File: src/rtl/mcs4_pkg.sv
// Shared MCS-4 types: nibble/byte aliases, ROM address, loader state encoding
// and checksum width.
package mcs4;

    typedef logic [3:0] char_t;
    typedef logic [7:0] byte_t;
    typedef char_t [2:0] rom_addr_t;

    localparam int unsigned CSUM_W = 8;
    typedef logic [CSUM_W-1:0] csum_t;

    typedef enum logic [1:0] {
        IDLE,
        HALT,
        LOAD,
        RELEASE
    } loader_state_t;

endpackage

File: src/rtl/mcs4_loader_if.sv
// Host image stream: valid/ready byte handshake with an end-of-image marker.
interface mcs4_loader_if;
    import mcs4::*;

    byte_t host_data;
    logic  host_valid;
    logic  host_last;
    logic  host_ready;

    modport master (output host_data, host_valid, host_last, input host_ready);
    modport slave  (input host_data, host_valid, host_last, output host_ready);

endinterface

File: src/rtl/mcs4_loader.sv
// mcs4_loader: holds the MCS-4 system in reset and streams a host byte image into i4001 ROM.
// Define MCS4_LOADER_CHECKSUM_EN to treat the host_last byte as a mod-256 checksum.
module mcs4_loader
    import mcs4::*;
#(
    parameter int unsigned MAX_BYTES     = 256,
    parameter int unsigned HALT_CYCLES   = 4,
    parameter bit          HOLD_AT_RESET = 1'b1
) (
    input  logic         clk,
    input  logic         rst,
    input  logic         start,
    input  logic [11:0]  base_addr,
    mcs4_loader_if.slave host,
    output rom_addr_t    dbg_addr,
    output byte_t        dbg_wdata,
    output logic         dbg_wen,
    output logic         sys_rst,
    output logic         busy,
    output logic         done,
    output logic         err
);

    localparam int unsigned CNT_W = $clog2(MAX_BYTES + 1);
    localparam int unsigned HC_W  = (HALT_CYCLES > 1) ? $clog2(HALT_CYCLES) : 1;

    loader_state_t    state, state_nx;
    logic [11:0]      base_q, base_nx;
    logic [CNT_W-1:0] count, count_nx;
    logic [HC_W-1:0]  halt_cnt, halt_cnt_nx;
    logic             last_seen, last_nx;
    logic [11:0]      addr_nx;
    byte_t            wdata_nx;
    logic             wen_nx, sys_rst_nx, err_nx;
    logic             hs, is_payload, csum_bad;

    assign hs = host.host_valid && host.host_ready;

`ifdef MCS4_LOADER_CHECKSUM_EN
    csum_t csum;

    assign is_payload = !host.host_last;
    assign csum_bad   = (csum != '0);

    always_ff @(posedge clk or negedge rst) begin
        if (!rst)
            csum <= '0;
        else if (state == IDLE && start)
            csum <= '0;
        else if (state == LOAD && hs)
            csum <= csum + host.host_data;
    end
`else
    assign is_payload = 1'b1;
    assign csum_bad   = 1'b0;
`endif

    always_comb begin
        state_nx    = state;
        base_nx     = base_q;
        count_nx    = count;
        halt_cnt_nx = halt_cnt;
        last_nx     = last_seen;
        addr_nx     = dbg_addr;
        wdata_nx    = dbg_wdata;
        wen_nx      = 1'b0;
        sys_rst_nx  = sys_rst;
        err_nx      = err;
        unique case (state)
            IDLE: begin
                if (start) begin
                    base_nx     = base_addr;
                    count_nx    = '0;
                    err_nx      = 1'b0;
                    halt_cnt_nx = HC_W'(HALT_CYCLES - 1);
                    last_nx     = 1'b0;
                    sys_rst_nx  = 1'b1;
                    state_nx    = HALT;
                end
            end
            HALT: begin
                if (halt_cnt == '0)
                    state_nx = LOAD;
                else
                    halt_cnt_nx = halt_cnt - HC_W'(1);
            end
            // LOAD lingers one cycle after host_last so RELEASE follows the final dbg_wen.
            LOAD: begin
                if (last_seen) begin
                    state_nx = RELEASE;
                    if (csum_bad)
                        err_nx = 1'b1;
                end else if (hs) begin
                    if (is_payload) begin
                        if (count == CNT_W'(MAX_BYTES)) begin
                            err_nx = 1'b1;
                        end else begin
                            addr_nx  = base_q + 12'(count);
                            wdata_nx = host.host_data;
                            wen_nx   = 1'b1;
                            count_nx = count + CNT_W'(1);
                        end
                    end
                    if (host.host_last)
                        last_nx = 1'b1;
                end
            end
            RELEASE: begin
                state_nx   = IDLE;
                sys_rst_nx = csum_bad;
            end
            default: state_nx = IDLE;
        endcase
    end

    always_ff @(posedge clk or negedge rst) begin
        if (!rst) begin
            state           <= IDLE;
            base_q          <= '0;
            count           <= '0;
            halt_cnt        <= '0;
            last_seen       <= 1'b0;
            dbg_addr        <= '0;
            dbg_wdata       <= '0;
            dbg_wen         <= 1'b0;
            sys_rst         <= HOLD_AT_RESET;
            err             <= 1'b0;
            host.host_ready <= 1'b0;
            busy            <= 1'b0;
            done            <= 1'b0;
        end else begin
            state           <= state_nx;
            base_q          <= base_nx;
            count           <= count_nx;
            halt_cnt        <= halt_cnt_nx;
            last_seen       <= last_nx;
            dbg_addr        <= addr_nx;
            dbg_wdata       <= wdata_nx;
            dbg_wen         <= wen_nx;
            sys_rst         <= sys_rst_nx;
            err             <= err_nx;
            host.host_ready <= (state_nx == LOAD) && !last_nx;
            busy            <= (state_nx != IDLE);
            done            <= (state_nx == RELEASE);
        end
    end

endmodule

File: src/flat_wrapper.sv
// flat-port wrapper written by rule: the top's interface ports become plain ports
module mcs4_loader_flat import mcs4::*;
#(
    parameter int unsigned MAX_BYTES     = 256,
    parameter int unsigned HALT_CYCLES   = 4,
    parameter bit          HOLD_AT_RESET = 1'b1
)
  (clk, rst, start, base_addr, dbg_addr, dbg_wdata, dbg_wen, sys_rst, busy, done, err, host_host_data, host_host_valid, host_host_last, host_host_ready);
  mcs4_loader_if host_i ();
  input  logic clk;
  input  logic rst;
  input  logic start;
  input  logic [11:0] base_addr;
  output rom_addr_t dbg_addr;
  output byte_t dbg_wdata;
  output logic dbg_wen;
  output logic sys_rst;
  output logic busy;
  output logic done;
  output logic err;
  input wire logic [$bits(host_i.host_data)-1:0] host_host_data;
  input wire logic [$bits(host_i.host_valid)-1:0] host_host_valid;
  input wire logic [$bits(host_i.host_last)-1:0] host_host_last;
  output wire logic [$bits(host_i.host_ready)-1:0] host_host_ready;
  assign host_i.host_data = host_host_data;
  assign host_i.host_valid = host_host_valid;
  assign host_i.host_last = host_host_last;
  assign host_host_ready = host_i.host_ready;
  mcs4_loader #(.MAX_BYTES(MAX_BYTES), .HALT_CYCLES(HALT_CYCLES), .HOLD_AT_RESET(HOLD_AT_RESET)) u_core (.clk(clk), .rst(rst), .start(start), .base_addr(base_addr), .host(host_i), .dbg_addr(dbg_addr), .dbg_wdata(dbg_wdata), .dbg_wen(dbg_wen), .sys_rst(sys_rst), .busy(busy), .done(done), .err(err));
endmodule
File: config.mk
export PLATFORM = sky130hd
export DESIGN_NAME = mcs4_loader_flat
export DESIGN_NICKNAME = d
export VERILOG_FILES = /design/src/rtl/mcs4_pkg.sv /design/src/rtl/mcs4_loader_if.sv /design/src/rtl/mcs4_loader.sv /design/src/flat_wrapper.sv
export SDC_FILE = /design/constraint.sdc
export NUM_CORES = 1
export LEC_CHECK = 0
export ABC_AREA = 1
export CORE_UTILIZATION = 34
export DETAILED_ROUTE_END_ITERATION = 8
export PLACE_DENSITY = 0.57
export SKIP_LAST_GASP = 1
export SYNTH_ARGS = -nofsm -noshare
export SYNTH_HDL_FRONTEND = slang
export SYNTH_SLANG_ARGS = --single-unit
File: constraint.sdc
create_clock -name clk -period 1.9 [get_ports clk]
set_input_delay 0.285 -clock clk [delete_from_list [all_inputs] [get_ports clk]]
set_output_delay 0.285 -clock clk [all_outputs]
set_load 0.03 [all_outputs]
# == Word-level counts from Yosys, hierarchy flattened ==
# Cells that the tools add are included.
# totals
regBits,52
in_bits,25
out_inout_bits,26
elab_cells,75
# classes
addsub,3
eq_ne,12
n_mux,28
bitwise,2
n_reduce_logical,15
# ops
operator,n
9-bit two-way mux,4
9-bit case mux with 2 select lines,1
1-bit two-way mux,13
12-bit by 9-bit adder with 12-bit output,1
2-bit two-way mux,5
5-bit AND reduction,2
9-bit by 1-bit adder with 9-bit output (second input constant),1
9-bit equality test (second input constant),1
2-bit equality test (second input constant),4
2-bit != test (second input constant),4
2-bit case mux with 4 select lines,1
2-bit nonzero test,4
1-bit case mux with 2 select lines,3
2-bit logical NOT,2
2-bit by 1-bit != test with 1-bit output (second input constant),2
2-bit case mux with 2 select lines,1
2-bit AND reduction,2
4-bit AND reduction,1
3-bit AND reduction,1
2-bit by 1-bit equality test with 1-bit output (second input constant),1
1-bit logical AND,2
1-bit NOT,2
2-bit by 1-bit subtractor with 2-bit output (second input constant),1
1-bit logical NOT,1

# == Longest topological paths before layout ==
# logic_depth
word_depth,6
ltp_mapped,11
ltp_nobuf,11

# == Worst setup path after synthesis ==
# OpenSTA, ideal clock, no wires.
# synth_path
path_type,register -> register
startpoint,register u_core.count[0]
endpoint,register u_core.dbg_addr[8] in the netlist's numbering
setup_time_ps,117
arrival_time_ps,1523
t_required_ps,1783
setup_slack_ps,259
stages_incl_launch_ff,12
n_path_buf,0
cell_sequence,dfrtp_1 ha_1 inv_1 fa_1 inv_1 nand3_1 nand3_1 nand2_1 nand2_1 nand2_1 nand3_1 nand2_1
# synth_via
elab_chain_len,3
elab_cells_between_ends,4
classes_between,1 x add/sub; 1 x eq/ne; 1 x bitwise; 1 x reduce/logical
# synth_lines
element,line_no,source
from (decl),mcs4_loader.sv:29,"logic [CNT_W-1:0] count, count_nx;"
from (signal assigned),mcs4_loader.sv:134,count <= count_nx;
"parallel branches: the longest is 3 deep, another holds 12-bit by 9-bit adder with 12-bit output",--,
to (signal assigned),mcs4_loader.sv:137,dbg_addr <= addr_nx;
to (decl),mcs4_loader.sv:15,"output rom_addr_t dbg_addr,"
# Several ways; the timed one is not identified.
# A chain may end at the register's enable or synchronous reset.

# == Final worst setup path ==
# layout_path
startpoint,register u_core.sys_rst
endpoint,output port sys_rst
# layout_rtl
element,line_no,source
from (decl),mcs4_loader.sv:18,"output logic sys_rst,"
from (signal assigned),mcs4_loader.sv:140,sys_rst <= sys_rst_nx;
to (decl),flat_wrapper.sv:17,output logic sys_rst;
# No word-level cell between the ends.

==> metrics.md <==
| Metric | Value |
|---|---|
| Status | complete, no violations |
| Number of port buffers | 50 |
| Fin crit share | 0.942 |
| Combinational cell fraction of total power | 0.437 |
| Internal cell power | 2470 uW |
| Core area | approximately 7800 um2 |
| I/O pin cnt | ~50 |
| Post-route DRC | 0 |
| Worst EP required | between 1.5 and 2 ns |
| Largest net degree at the start of global routing | 34 |
| Area post-placement | 3410 um2 |
| Max IR drop VDD | about 0.64 mV |
| Detailed placement HPWL | 4.63 mm |
| Slowest CP cell | clkdlybuf4s50_1 |
| First-pass GRT wire length | around 11 mm |
| Num CTS Buffers | 5 |
| Distinct cells, synth | 31 |
| Finished layout cell area | ~3500 um2 |
| Dpl cells | between 500 and 600 |
| CP Depth | 1 |
| Syn_nets | slightly below 400 |
| # diodes | 0 |
| Die W | 92.2 um |
| Worst EP arrival | about 1.5 ns |
| Reg2reg path depth | 11 |
| Min-delay worst type | in -> async |
| Detailed-route via count | ~2300 |
| R2R Path Start | u_core.count[0] |
| CTS tree | yes |
| # clock sinks | 52 |
| # rows | 32 |
| Net count, final | 449 |
| CP max FO | 2 |
| Seq pwr share | 0.404 |
| Power share of the clock group | 0.158 |
| Leak | approximately 0.0018 uW |
| Slew headroom | 0.672 |
| Seq cells post-synth | 52 |
| Clock period minus worst slack | roughly 1.8 ns |
| Cells after synthesis | roughly 350 |
| Slew Limit Fails | 0 |
| Crit path largest cell delay | approximately 0.66 ns |
| 1st-iter DRT viols | 102 |
| CP cell instances | clkdlybuf4s50_1 |
| Area Overhead vs Synth | 27.4% |
| Worst Path Buf+Inv | 1 |
| Layout cells sized above 1 | 0.0704 |
| PwrDens | about 1200 nW/um2 |
| Register area share after synthesis | 0.470 |
| Number of nets with antenna violations after routing | 0 |
| Die footprint | roughly 8500 um2 |
| GPL Wtd Cong | between 0.8 and 0.9 |
| Starting Density | 0.355 |
| Worst skew pair latency | 0.30 ns |
| Number of H-tree levels | 2 |
| Startpoint Class | register |
| Initial antenna violation count | 0 |
| Final Hold Viols | 0 |
| Global-route usage over all layers | 0.159 |
| WL/cell | approximately 12 um |
| Max Clk Rate | between 500 and 600 MHz |
| Sw power | 1660 uW |
| Core Util, Final | 0.452 |
| Crit path capture type | output port |
| Final setup fails | 0 |
| Vias per cell | roughly 4.6 |
| # Max-Cap Violations | 0 |
| Avg Cell Area, Syn | 7.87 um2 |
| CTS root buffer | clkbuf_8 |
| Worst-path clk slew | about 0.10 ns |
| Total routed wirelength | about 6.1 mm |
| Number of global-route vias before repair | approximately 2200 |
| DR pass1 iterations | 4 |
| Mapped Area | roughly 2800 um2 |
| Worst path top cell family by delay | buffers and inverters |
| Crit Path Category | reg -> out |
| YS warnings | 0 |
| Worst setup path startpoint | u_core.sys_rst |
| Non-Filler Instances | roughly 510 |
| CTS max path bufs | 2 |
| Chip Height | just over 90 um |
| Setup TNS | 0 ns |
| Least-Margin Pin Slew | ~0.49 ns |
| Sw frac | 0.401 |
| RSZ-0062 raised after global routing | no |
| Global route overflow | 0 |
| Clk_skew | 0.0116 ns |
## power groups by stage
stage	registers [uW]	clock network [uW]	logic [uW]
6_report	1670	654	1810
5_1_grt	1710	718	2010
4_1_cts	1670	682	1820
3_5_place_dp	1690	0	1800
3_3_place_gp	1690	0	1800
2_1_floorplan	1980	0	831
## per-layer routing
layer | GRT usage | wire, um | up-vias | share of wire
met5 | 0 | 0 | - | 0
met4 | 0.0352 | 55 | 0 | 0.0090
met3 | 0.0282 | 197 | 5 | 0.032
met2 | 0.262 | 2800 | 42 | 0.46
met1 | 0.219 | 3050 | 1076 | 0.50
li1 | - | - | 1217 | -
## sequential cells by signal (all words and copies together), names as in the netlist, 2 cells and up
register          count
u_core.dbg_wdata      8
u_core.dbg_addr      12
u_core.state          2
u_core.halt_cnt       2
u_core.base_q        12
u_core.count          9
## layout make-up
cell class,count,area (um2)
Inverter,38,146
Timing Repair Buffer,58,583
Tap cell,102,128
Fill cell,801,4280
Clock buffer,8,90.1
Multi-Input combinational cell,256,1280
Sequential cell,52,1300
## worst paths after layout
path	to	slack (ns)
min reg2reg	u_core.sys_rst	0.47
min in group clk	u_core.sys_rst	0.47
min	u_core.dbg_addr[4]	0.47
max in group asynchronous	u_core.sys_rst	0.82
max	sys_rst	0.11
max reg2reg	u_core.dbg_addr[6]	0.18
## kinds of logic (layout without fill, tap and decap cells)
kind of cell / after synthesis / count (layout) / share of synthesized area
buffers and inverters: 44 / 104 / 0.0718
adders and majority gates: 13 / 13 / 0.0615
DFF: 52 / 52 / 0.470
and+or+nand+nor: 205 / 205 / 0.312
AOI/OAI and AO/OA: 32 / 32 / 0.0655
xor gates and xnor gates: 6 / 6 / 0.0190
## metrics by stage
stage	power [uW]	worst slack [ns]	hold slack (ns)
floorplan	2810	0.259	-0.0106
global placement	3490	0.159	0.283
detailed placement	3490	0.102	0.289
CTS	4170	0.0840	0.482
global route	4440	0.0141	0.498
finish	4130	0.110	0.468
## cell usage after synthesis
library cell    n  area share
xnor2_1         3      0.0095
o31ai_1         1      0.0027
o21ai_0        12       0.022
nand2_1       145        0.20
nand4_1         6       0.014
a21oi_2         1      0.0032
o21ai_1         8       0.014
nor2_8          1      0.0072
a21oi_1         7       0.013
inv_4           1      0.0023
buf_2           1      0.0018
fa_1            1      0.0072
nor3_1          3      0.0054
nand3b_1        1      0.0027
xor2_1          3      0.0095
inv_1          33       0.045
a21o_1          1      0.0027
nand3_1        21       0.038
a31oi_1         1      0.0023
ha_1           12       0.054
dfrtp_1        51        0.46
o21ai_4         1      0.0059
buf_6           4       0.016
nor2_4          2      0.0081
or2_1           1      0.0023
nand2_4         1      0.0041
clkbuf_1        1      0.0014
nor3b_1         1      0.0027
nor2_1         23       0.031
inv_2           4      0.0054
dfstp_2         1      0.0095
## cell usage in the layout, fill, tap and decap left out, types with 2 or more instances in the layout
| cell | n |
|---|---|
| nand2_1 | 145 |
| dfrtp_1 | 51 |
| clkdlybuf4s50_1 | 49 |
| inv_1 | 33 |
| nor2_1 | 23 |
| nand3_1 | 20 |
| o21ai_0 | 12 |
| ha_1 | 11 |
| o21ai_1 | 8 |
| a21oi_1 | 7 |
| nand4_1 | 6 |
| clkbuf_8 | 6 |
| buf_4 | 5 |
| inv_2 | 3 |
| xor2_1 | 3 |
| nor3_1 | 3 |
| xnor2_1 | 3 |
| nor2_4 | 2 |
| clkbuf_1 | 2 |
| buf_12 | 2 |
## timing repair
| action | 4_1_cts | 5_1_grt |
|---|---|---|
| hold buffers | 1 | 0 |
| endpoints found under the setup margin | 0 | 5 |
| gates resized for setup | 0 | 4 |
| hold endpoints to repair | 19 | 0 |
| buffers inserted | 0 | 1 |
(Power assumes the default switching activity.)
